File: src/rtl/color_matrix_pipe_pkg.sv
// Shared constants and helpers for the colour matrix pipeline: default
// coefficient sets and coefficient-index encoding.
package color_matrix_pipe_pkg;

    localparam int NUM_COEF = 9;

    // RGB->LMS defaults in Q.13, row-major.
    function automatic int lms_default(input int idx);
        case (idx)
            0:       return 3122;
            1:       return 4737;
            2:       return 329;
            3:       return 1611;
            4:       return 5934;
            5:       return 641;
            6:       return 197;
            7:       return 1055;
            8:       return 6917;
            default: return 0;
        endcase
    endfunction

    function automatic int default_coef(input int set_i, input int idx, input int frac);
        if (set_i == 0) begin
            return lms_default(idx);
        end else if (idx == 0 || idx == 4 || idx == 8) begin
            return 1 << frac;
        end else begin
            return 0;
        end
    endfunction

    function automatic logic [3:0] cfg_idx(input int row, input int col);
        return 4'(row * 3 + col);
    endfunction

    function automatic logic cfg_idx_valid(input logic [3:0] idx);
        return idx < 4'd9;
    endfunction

endpackage

File: src/rtl/color_matrix_pipe_if.sv
// Pixel stream, coefficient-config and output stream bundle for color_matrix_pipe.
interface color_matrix_pipe_if #(
    parameter int IN_W   = 8,
    parameter int COEF_W = 16,
    parameter int OUT_W  = 16,
    parameter int SET_W  = 1
);
    logic              i_valid;
    logic              o_ready;
    logic [IN_W-1:0]   i_c0;
    logic [IN_W-1:0]   i_c1;
    logic [IN_W-1:0]   i_c2;
    logic [SET_W-1:0]  i_set;
    logic              i_cfg_we;
    logic [SET_W-1:0]  i_cfg_set;
    logic [3:0]        i_cfg_idx;
    logic [COEF_W-1:0] i_cfg_data;
    logic              o_valid;
    logic              i_ready;
    logic [OUT_W-1:0]  o_c0;
    logic [OUT_W-1:0]  o_c1;
    logic [OUT_W-1:0]  o_c2;
    logic [2:0]        o_sat;

    modport slave (
        input  i_valid, i_c0, i_c1, i_c2, i_set,
        input  i_cfg_we, i_cfg_set, i_cfg_idx, i_cfg_data, i_ready,
        output o_ready, o_valid, o_c0, o_c1, o_c2, o_sat
    );

    modport master (
        output i_valid, i_c0, i_c1, i_c2, i_set,
        output i_cfg_we, i_cfg_set, i_cfg_idx, i_cfg_data, i_ready,
        input  o_ready, o_valid, o_c0, o_c1, o_c2, o_sat
    );
endinterface

File: src/rtl/color_matrix_pipe_row.sv
// One matrix row: sums three registered products, rounds half-up to the
// output fixed point and clamps to the unsigned output range with a flag.
module color_matrix_row #(
    parameter int IN_W      = 8,
    parameter int COEF_W    = 16,
    parameter int COEF_FRAC = 13,
    parameter int OUT_W     = 16,
    parameter int OUT_FRAC  = 8,
    parameter int PROD_W    = COEF_W + IN_W + 1
) (
    input  logic                     i_clk,
    input  logic                     i_rst_n,
    input  logic                     i_en,
    input  logic signed [PROD_W-1:0] i_p0,
    input  logic signed [PROD_W-1:0] i_p1,
    input  logic signed [PROD_W-1:0] i_p2,
    output logic [OUT_W-1:0]         o_c,
    output logic                     o_sat
);
    localparam int ACC_W = IN_W + COEF_W + 3;
    localparam int SH    = COEF_FRAC - OUT_FRAC;
    localparam int SH_M1 = (SH > 0) ? SH - 1 : 0;
    localparam logic signed [ACC_W-1:0] RND  = (SH > 0) ? (ACC_W'(1) <<< SH_M1) : '0;
    localparam logic signed [ACC_W-1:0] MAXV = {{(ACC_W-OUT_W){1'b0}}, {OUT_W{1'b1}}};

    logic signed [ACC_W-1:0] w_acc;
    logic signed [ACC_W-1:0] w_sh;
    logic [OUT_W-1:0]        w_c;
    logic                    w_sat;

    // Sum, round, shift and clamp.
    always_comb begin
        w_acc = ACC_W'(i_p0) + ACC_W'(i_p1) + ACC_W'(i_p2) + RND;
        w_sh  = w_acc >>> SH;
        if (w_sh[ACC_W-1]) begin
            w_c   = '0;
            w_sat = 1'b1;
        end else if (w_sh > MAXV) begin
            w_c   = '1;
            w_sat = 1'b1;
        end else begin
            w_c   = w_sh[OUT_W-1:0];
            w_sat = 1'b0;
        end
    end

    // Output register; holds while the pipeline is stalled.
    always_ff @(posedge i_clk or negedge i_rst_n) begin
        if (!i_rst_n) begin
            o_c   <= '0;
            o_sat <= 1'b0;
        end else if (i_en) begin
            o_c   <= w_c;
            o_sat <= w_sat;
        end
    end

endmodule

File: src/rtl/color_matrix_pipe.sv
// Two-stage 3x3 colour matrix with runtime-writable coefficient sets,
// per-pixel set select and valid/ready lockstep stall.
module color_matrix_pipe
    import color_matrix_pipe_pkg::*;
#(
    parameter int IN_W      = 8,
    parameter int COEF_W    = 16,
    parameter int COEF_FRAC = 13,
    parameter int OUT_W     = 16,
    parameter int OUT_FRAC  = 8,
    parameter int NUM_SETS  = 2
) (
    input  logic               i_clk,
    input  logic               i_rst_n,
    color_matrix_pipe_if.slave bus
);
    localparam int SET_W  = (NUM_SETS > 1) ? $clog2(NUM_SETS) : 1;
    localparam int PROD_W = COEF_W + IN_W + 1;
    localparam logic [SET_W:0] NUM_SETS_V = (SET_W + 1)'(NUM_SETS);

    logic signed [COEF_W-1:0] r_coef [NUM_SETS][NUM_COEF];
    logic signed [PROD_W-1:0] r_prod [3][3];
    logic                     r_s1_valid;
    logic                     r_s2_valid;

    logic                     w_adv;
    logic                     w_cfg_hit;
    logic [SET_W-1:0]         w_set;
    logic signed [PROD_W-1:0] w_in_ext [3];
    logic signed [PROD_W-1:0] w_prod [3][3];
    logic [OUT_W-1:0]         w_oc [3];
    logic [2:0]               w_sat;

    // Lockstep stall: every stage moves only when the output slot frees up.
    assign w_adv       = !r_s2_valid || bus.i_ready;
    assign bus.o_ready = w_adv;
    assign bus.o_valid = r_s2_valid;

    // Out-of-range set selects fall back to set 0.
    always_comb begin
        if ({1'b0, bus.i_set} < NUM_SETS_V) begin
            w_set = bus.i_set;
        end else begin
            w_set = '0;
        end
        w_cfg_hit = bus.i_cfg_we && ({1'b0, bus.i_cfg_set} < NUM_SETS_V)
                    && cfg_idx_valid(bus.i_cfg_idx);
    end

    // Products of selected coefficients with zero-extended input channels.
    always_comb begin
        w_in_ext[0] = PROD_W'($signed({1'b0, bus.i_c0}));
        w_in_ext[1] = PROD_W'($signed({1'b0, bus.i_c1}));
        w_in_ext[2] = PROD_W'($signed({1'b0, bus.i_c2}));
        for (int r = 0; r < 3; r++) begin
            for (int k = 0; k < 3; k++) begin
                w_prod[r][k] = PROD_W'(r_coef[w_set][4'(r * 3 + k)]) * w_in_ext[k];
            end
        end
    end

    // Coefficient register file; a write lands on the next edge so a pixel
    // accepted in the same cycle still sees the old value.
    always_ff @(posedge i_clk or negedge i_rst_n) begin
        if (!i_rst_n) begin
            for (int s = 0; s < NUM_SETS; s++) begin
                for (int i = 0; i < NUM_COEF; i++) begin
                    r_coef[s][i] <= COEF_W'(default_coef(s, i, COEF_FRAC));
                end
            end
        end else if (w_cfg_hit) begin
            r_coef[bus.i_cfg_set][bus.i_cfg_idx] <= $signed(bus.i_cfg_data);
        end
    end

    // Stage 1: product registers and valid.
    always_ff @(posedge i_clk or negedge i_rst_n) begin
        if (!i_rst_n) begin
            r_s1_valid <= 1'b0;
            for (int r = 0; r < 3; r++) begin
                for (int k = 0; k < 3; k++) begin
                    r_prod[r][k] <= '0;
                end
            end
        end else if (w_adv) begin
            r_s1_valid <= bus.i_valid;
            if (bus.i_valid) begin
                for (int r = 0; r < 3; r++) begin
                    for (int k = 0; k < 3; k++) begin
                        r_prod[r][k] <= w_prod[r][k];
                    end
                end
            end
        end
    end

    // Stage 2 valid.
    always_ff @(posedge i_clk or negedge i_rst_n) begin
        if (!i_rst_n) begin
            r_s2_valid <= 1'b0;
        end else if (w_adv) begin
            r_s2_valid <= r_s1_valid;
        end
    end

    for (genvar g = 0; g < 3; g++) begin : g_row
        color_matrix_row #(
            .IN_W      (IN_W),
            .COEF_W    (COEF_W),
            .COEF_FRAC (COEF_FRAC),
            .OUT_W     (OUT_W),
            .OUT_FRAC  (OUT_FRAC),
            .PROD_W    (PROD_W)
        ) u_row (
            .i_clk   (i_clk),
            .i_rst_n (i_rst_n),
            .i_en    (w_adv && r_s1_valid),
            .i_p0    (r_prod[g][0]),
            .i_p1    (r_prod[g][1]),
            .i_p2    (r_prod[g][2]),
            .o_c     (w_oc[g]),
            .o_sat   (w_sat[g])
        );
    end

    assign bus.o_c0  = w_oc[0];
    assign bus.o_c1  = w_oc[1];
    assign bus.o_c2  = w_oc[2];
    assign bus.o_sat = w_sat;

endmodule
File: src/flat_wrapper.sv
// flat-port wrapper written by rule: the top's interface ports become plain ports
module color_matrix_pipe_flat import color_matrix_pipe_pkg::*;
#(
    parameter int IN_W      = 8,
    parameter int COEF_W    = 16,
    parameter int COEF_FRAC = 13,
    parameter int OUT_W     = 16,
    parameter int OUT_FRAC  = 8,
    parameter int NUM_SETS  = 2
)
  (i_clk, i_rst_n, bus_i_valid, bus_i_c0, bus_i_c1, bus_i_c2, bus_i_set, bus_i_cfg_we, bus_i_cfg_set, bus_i_cfg_idx, bus_i_cfg_data, bus_i_ready, bus_o_ready, bus_o_valid, bus_o_c0, bus_o_c1, bus_o_c2, bus_o_sat);
  color_matrix_pipe_if #(.IN_W(IN_W), .COEF_W(COEF_W), .OUT_W(OUT_W)) bus_i ();
  input  logic i_clk;
  input  logic i_rst_n;
  input wire logic [$bits(bus_i.i_valid)-1:0] bus_i_valid;
  input wire logic [$bits(bus_i.i_c0)-1:0] bus_i_c0;
  input wire logic [$bits(bus_i.i_c1)-1:0] bus_i_c1;
  input wire logic [$bits(bus_i.i_c2)-1:0] bus_i_c2;
  input wire logic [$bits(bus_i.i_set)-1:0] bus_i_set;
  input wire logic [$bits(bus_i.i_cfg_we)-1:0] bus_i_cfg_we;
  input wire logic [$bits(bus_i.i_cfg_set)-1:0] bus_i_cfg_set;
  input wire logic [$bits(bus_i.i_cfg_idx)-1:0] bus_i_cfg_idx;
  input wire logic [$bits(bus_i.i_cfg_data)-1:0] bus_i_cfg_data;
  input wire logic [$bits(bus_i.i_ready)-1:0] bus_i_ready;
  output wire logic [$bits(bus_i.o_ready)-1:0] bus_o_ready;
  output wire logic [$bits(bus_i.o_valid)-1:0] bus_o_valid;
  output wire logic [$bits(bus_i.o_c0)-1:0] bus_o_c0;
  output wire logic [$bits(bus_i.o_c1)-1:0] bus_o_c1;
  output wire logic [$bits(bus_i.o_c2)-1:0] bus_o_c2;
  output wire logic [$bits(bus_i.o_sat)-1:0] bus_o_sat;
  assign bus_i.i_valid = bus_i_valid;
  assign bus_i.i_c0 = bus_i_c0;
  assign bus_i.i_c1 = bus_i_c1;
  assign bus_i.i_c2 = bus_i_c2;
  assign bus_i.i_set = bus_i_set;
  assign bus_i.i_cfg_we = bus_i_cfg_we;
  assign bus_i.i_cfg_set = bus_i_cfg_set;
  assign bus_i.i_cfg_idx = bus_i_cfg_idx;
  assign bus_i.i_cfg_data = bus_i_cfg_data;
  assign bus_i.i_ready = bus_i_ready;
  assign bus_o_ready = bus_i.o_ready;
  assign bus_o_valid = bus_i.o_valid;
  assign bus_o_c0 = bus_i.o_c0;
  assign bus_o_c1 = bus_i.o_c1;
  assign bus_o_c2 = bus_i.o_c2;
  assign bus_o_sat = bus_i.o_sat;
  color_matrix_pipe #(.IN_W(IN_W), .COEF_W(COEF_W), .COEF_FRAC(COEF_FRAC), .OUT_W(OUT_W), .OUT_FRAC(OUT_FRAC), .NUM_SETS(NUM_SETS)) u_core (.i_clk(i_clk), .i_rst_n(i_rst_n), .bus(bus_i));
endmodule
File: config.mk
export PLATFORM = sky130hd
export DESIGN_NAME = color_matrix_pipe_flat
export DESIGN_NICKNAME = d
export VERILOG_FILES = /design/src/rtl/color_matrix_pipe_pkg.sv /design/src/rtl/color_matrix_pipe_if.sv /design/src/rtl/color_matrix_pipe_row.sv /design/src/rtl/color_matrix_pipe.sv /design/src/flat_wrapper.sv
export SDC_FILE = /design/constraint.sdc
export NUM_CORES = 2
export LEC_CHECK = 0
export ABC_CLOCK_PERIOD_IN_PS = 5100
export CAP_MARGIN = 25
export CORE_MARGIN = 2
export CORE_UTILIZATION = 55
export DETAILED_ROUTE_END_ITERATION = 8
export PLACE_DENSITY = 0.8
export SLEW_MARGIN = 10
export SYNTH_ARGS = -nofsm -noshare
export SYNTH_HDL_FRONTEND = slang
export SYNTH_SLANG_ARGS = --single-unit
File: constraint.sdc
create_clock -name i_clk -period 5.1 [get_ports i_clk]
set_input_delay 0.51 -clock i_clk [delete_from_list [all_inputs] [get_ports i_clk]]
set_output_delay 0.51 -clock i_clk [all_outputs]
set_load 0.005 [all_outputs]
==> reports/qor.txt <==
CP Max Fanout -> 5
FF+latch count, synth -> 509
FP Rows -> 124
Area Overhead vs Synth -> 19.0%
Initial antenna violation count -> 5
Cell Chain, Critical Path -> mux2_4 > nand2_1 > fa_1 > fa_1 > inv_1 > ha_1 > inv_1 > fa_1 > inv_1 > ha_1 > a211oi_4 > o2111ai_2 > a31o_2 > o31a_1 > a211o_1 > o31a_1 > a211oi_2 > mux2i_1 > o311ai_1
Vias per inst -> 5.51
Status -> finished, violations left
Worst EP arrival -> 5.87 ns
Root buf cell -> clkbuf_16
Finished Cell Area -> 75,000 µm²
Pre-CTS setup slack -> -0.956 ns
First-pass GRT wire length -> 270,000 µm
Post-route ant nets -> 0
Slew Limit Fails -> 0
Synthesized area -> 63,000 µm²
Yosys Warn Count -> 0
Gpl congestion -> 0.958
DP Area -> 71,600 µm²
Placed insts -> 8,744
Syn Area/Cell -> 9.53 µm²
Max H-tree Level -> 2
Die area -> 117,000 µm²
Post-Route WL -> 170,000 µm
Share of layout cells above drive strength 1 -> 21.0%
Post-synth EDFFs -> 0
Min Tclk post-route -> 5.37 ns
RSZ-0062 raised after global routing -> true
Latest clock arrival within the worst-skew pair -> 0.65 ns
Buf+Inv Stages, Crit Path -> 3
Hold_ws -> 0.445 ns
Core area -> 114,000 µm²
Die Ht -> 342 µm
Syn Nets -> 8,063
# setup viols final -> 5
Clock transition at the registers of the reported paths -> 0.07 ns
Commonest non-fill, non-tap cells in the layout -> 1,301 x inv_1, 855 x fa_1, 764 x buf_4
Fmax -> 0.186 GHz
Drt first pass iters -> 6
Slew HR -> 24.4%
Violated checks -> setup timing
Largest net degree at the start of global routing -> 130
WP data required -> 5.60 ns
Vias -> 49,100
Horiz. Die Dim -> 342 µm
Slowest-stage cell, CP -> dfstp_2
CTS tree -> built
Max-cap violation count -> 0
Final Hold Violating Endpoints -> 0
Total Routing Usage GR -> 29.0%
Crit. End Element -> flip-flop
Post-Synthesis Cells -> 6,604
Yosys cell types -> 77
Worst-Margin Slew -> 1.13 ns
Synth async-reset ratio -> 100%
R2R setup slack -> -0.27 ns
Startpoint Class -> flip-flop
Non-Filler Instances -> 8,904
Initial Util -> 55.3%
HPWL after DPL -> 131,000 µm
Clk sink count -> 509
Register area share after synthesis -> 20.3%
Clock buffer count from CTS -> 56
Clk buf depth -> 3
GRT overflow -> 0
Fin crit share -> 105%
Routed len/inst -> 19.1 µm
Most common cell after layout, fill and taps aside -> inv_1
Number of DRC markers in iteration 0 -> 3,539
PortBufs -> 103
Hold WC Path Type -> input pin to async pin
DRC violations left -> 0
Ports -> 104
Crit Path Class -> flip-flop to flip-flop
Setup ws final -> -0.266 ns
Vias in the first global route -> 52,200
Crit-path leading delay family -> adder cells
Layout Nets -> 8,803
Top_reg_cell synth -> dfrtp_1
Final worst clock skew -> 0.0227 ns
CP peak stage delay -> 0.53 ns
## layer usage
| layer | track usage [%] | wire length, µm | up-vias |
|---|---|---|---|
| met3 | 6.10 | 13800 | 365 |
| li1 | - | - | 22300 |
| met4 | 10.6 | 7020 | 6 |
| met5 | 0 | 46 | - |
| met2 | 48.6 | 82000 | 1588 |
| met1 | 37.0 | 67400 | 24800 |
## metrics by stage
stage / setup TNS (ns) / utilization, %
6_report: -0.582 / 65.8
5_1_grt: -2.97 / 65.8
4_1_cts: -0.226 / 64.7
3_5_place_dp: -60.48 / 62.9
3_3_place_gp: -48.96 / 62.9
2_1_floorplan: -2.61 / -
## area by class of cell
type                    count  area [µm²]
multi-input cells        4552       45800
diodes                      4        10.0
clock buffers              79        1610
clock inverters            23         211
flip-flops and latches    509       12800
fillers                  8391       38900
well taps                1512        1890
inverters                1308        4910
repair buffers            917        7720
## flip-flops by register name, indices dropped and copies added, names as in the netlist
name	count
u_core.bus.o_valid	1
u_core.g_row.u_row.o_c	48
u_core.g_row.u_row.o_sat	3
u_core.r_coef	256
u_core.r_prod	200
u_core.r_s1_valid	1
## cells in the mapped netlist, drive strengths merged (12+ instances only)
cell | number | area share [%]
nand2b | 62 | 0.62
dfstp | 42 | 1.8
inv | 1308 | 7.8
clkbuf | 217 | 1.3
a2bb2oi | 17 | 0.24
a21boi | 14 | 0.17
nand2 | 667 | 4.0
o22a | 18 | 0.25
a21oi | 155 | 1.2
o21a | 33 | 0.39
buf | 18 | 0.15
or3 | 30 | 0.30
nor2b | 187 | 1.9
a211oi | 42 | 0.50
dfrtp | 467 | 19
nor3b | 18 | 0.21
mux2i | 36 | 0.57
nor3 | 50 | 0.40
a21o | 60 | 0.72
nor2 | 138 | 0.82
fa | 864 | 27
nand3b | 15 | 0.18
ha | 544 | 11
o21bai | 12 | 0.14
o21ai | 219 | 1.7
xnor2 | 108 | 1.5
nand4 | 17 | 0.18
and3 | 27 | 0.27
nand3 | 57 | 0.46
a31o | 13 | 0.18
o31ai | 40 | 0.48
xor2 | 58 | 0.81
mux2 | 363 | 6.5
o211ai | 19 | 0.23
and2 | 518 | 5.1
a31oi | 18 | 0.20
## worst paths after layout
kind / startpoint / end / cells after the start
max in group asynchronous: i_rst_n / u_core.r_coef[207] / 3
setup / recovery: u_core.r_coef[277] / u_core.r_prod[223] / 19
hold reg to reg: u_core.r_prod[70] / u_core.r_prod[70] / 2
setup reg to reg: u_core.r_coef[277] / u_core.r_prod[223] / 19
min in group i_clk: u_core.r_prod[70] / u_core.r_prod[70] / 2
hold / removal: i_rst_n / u_core.r_prod[73] / 2
## cell families after synthesis
group,Yosys count,synth area share (%)
buf+inv,1543,9.24
flops,509,20.3
simple gates,1825,14.9
mux,399,7.06
fa+ha+maj,1408,38.3
compound gates,754,7.89
xor+xnor,166,2.31
## timing repair
item                                    in CTS  in global routing
pin swaps                                   13                118
endpoints found under the hold margin       24                  0
setup buffers                                3                 49
endpoints found under the setup margin      38                 72
hold buffers                                 1                  0
resized for setup                           29                198
gates cloned                                 1                  2
Power is left out: the tool's default activity adds up to more than one toggle a clock period on the data nets, which glitch-free logic cannot reach.
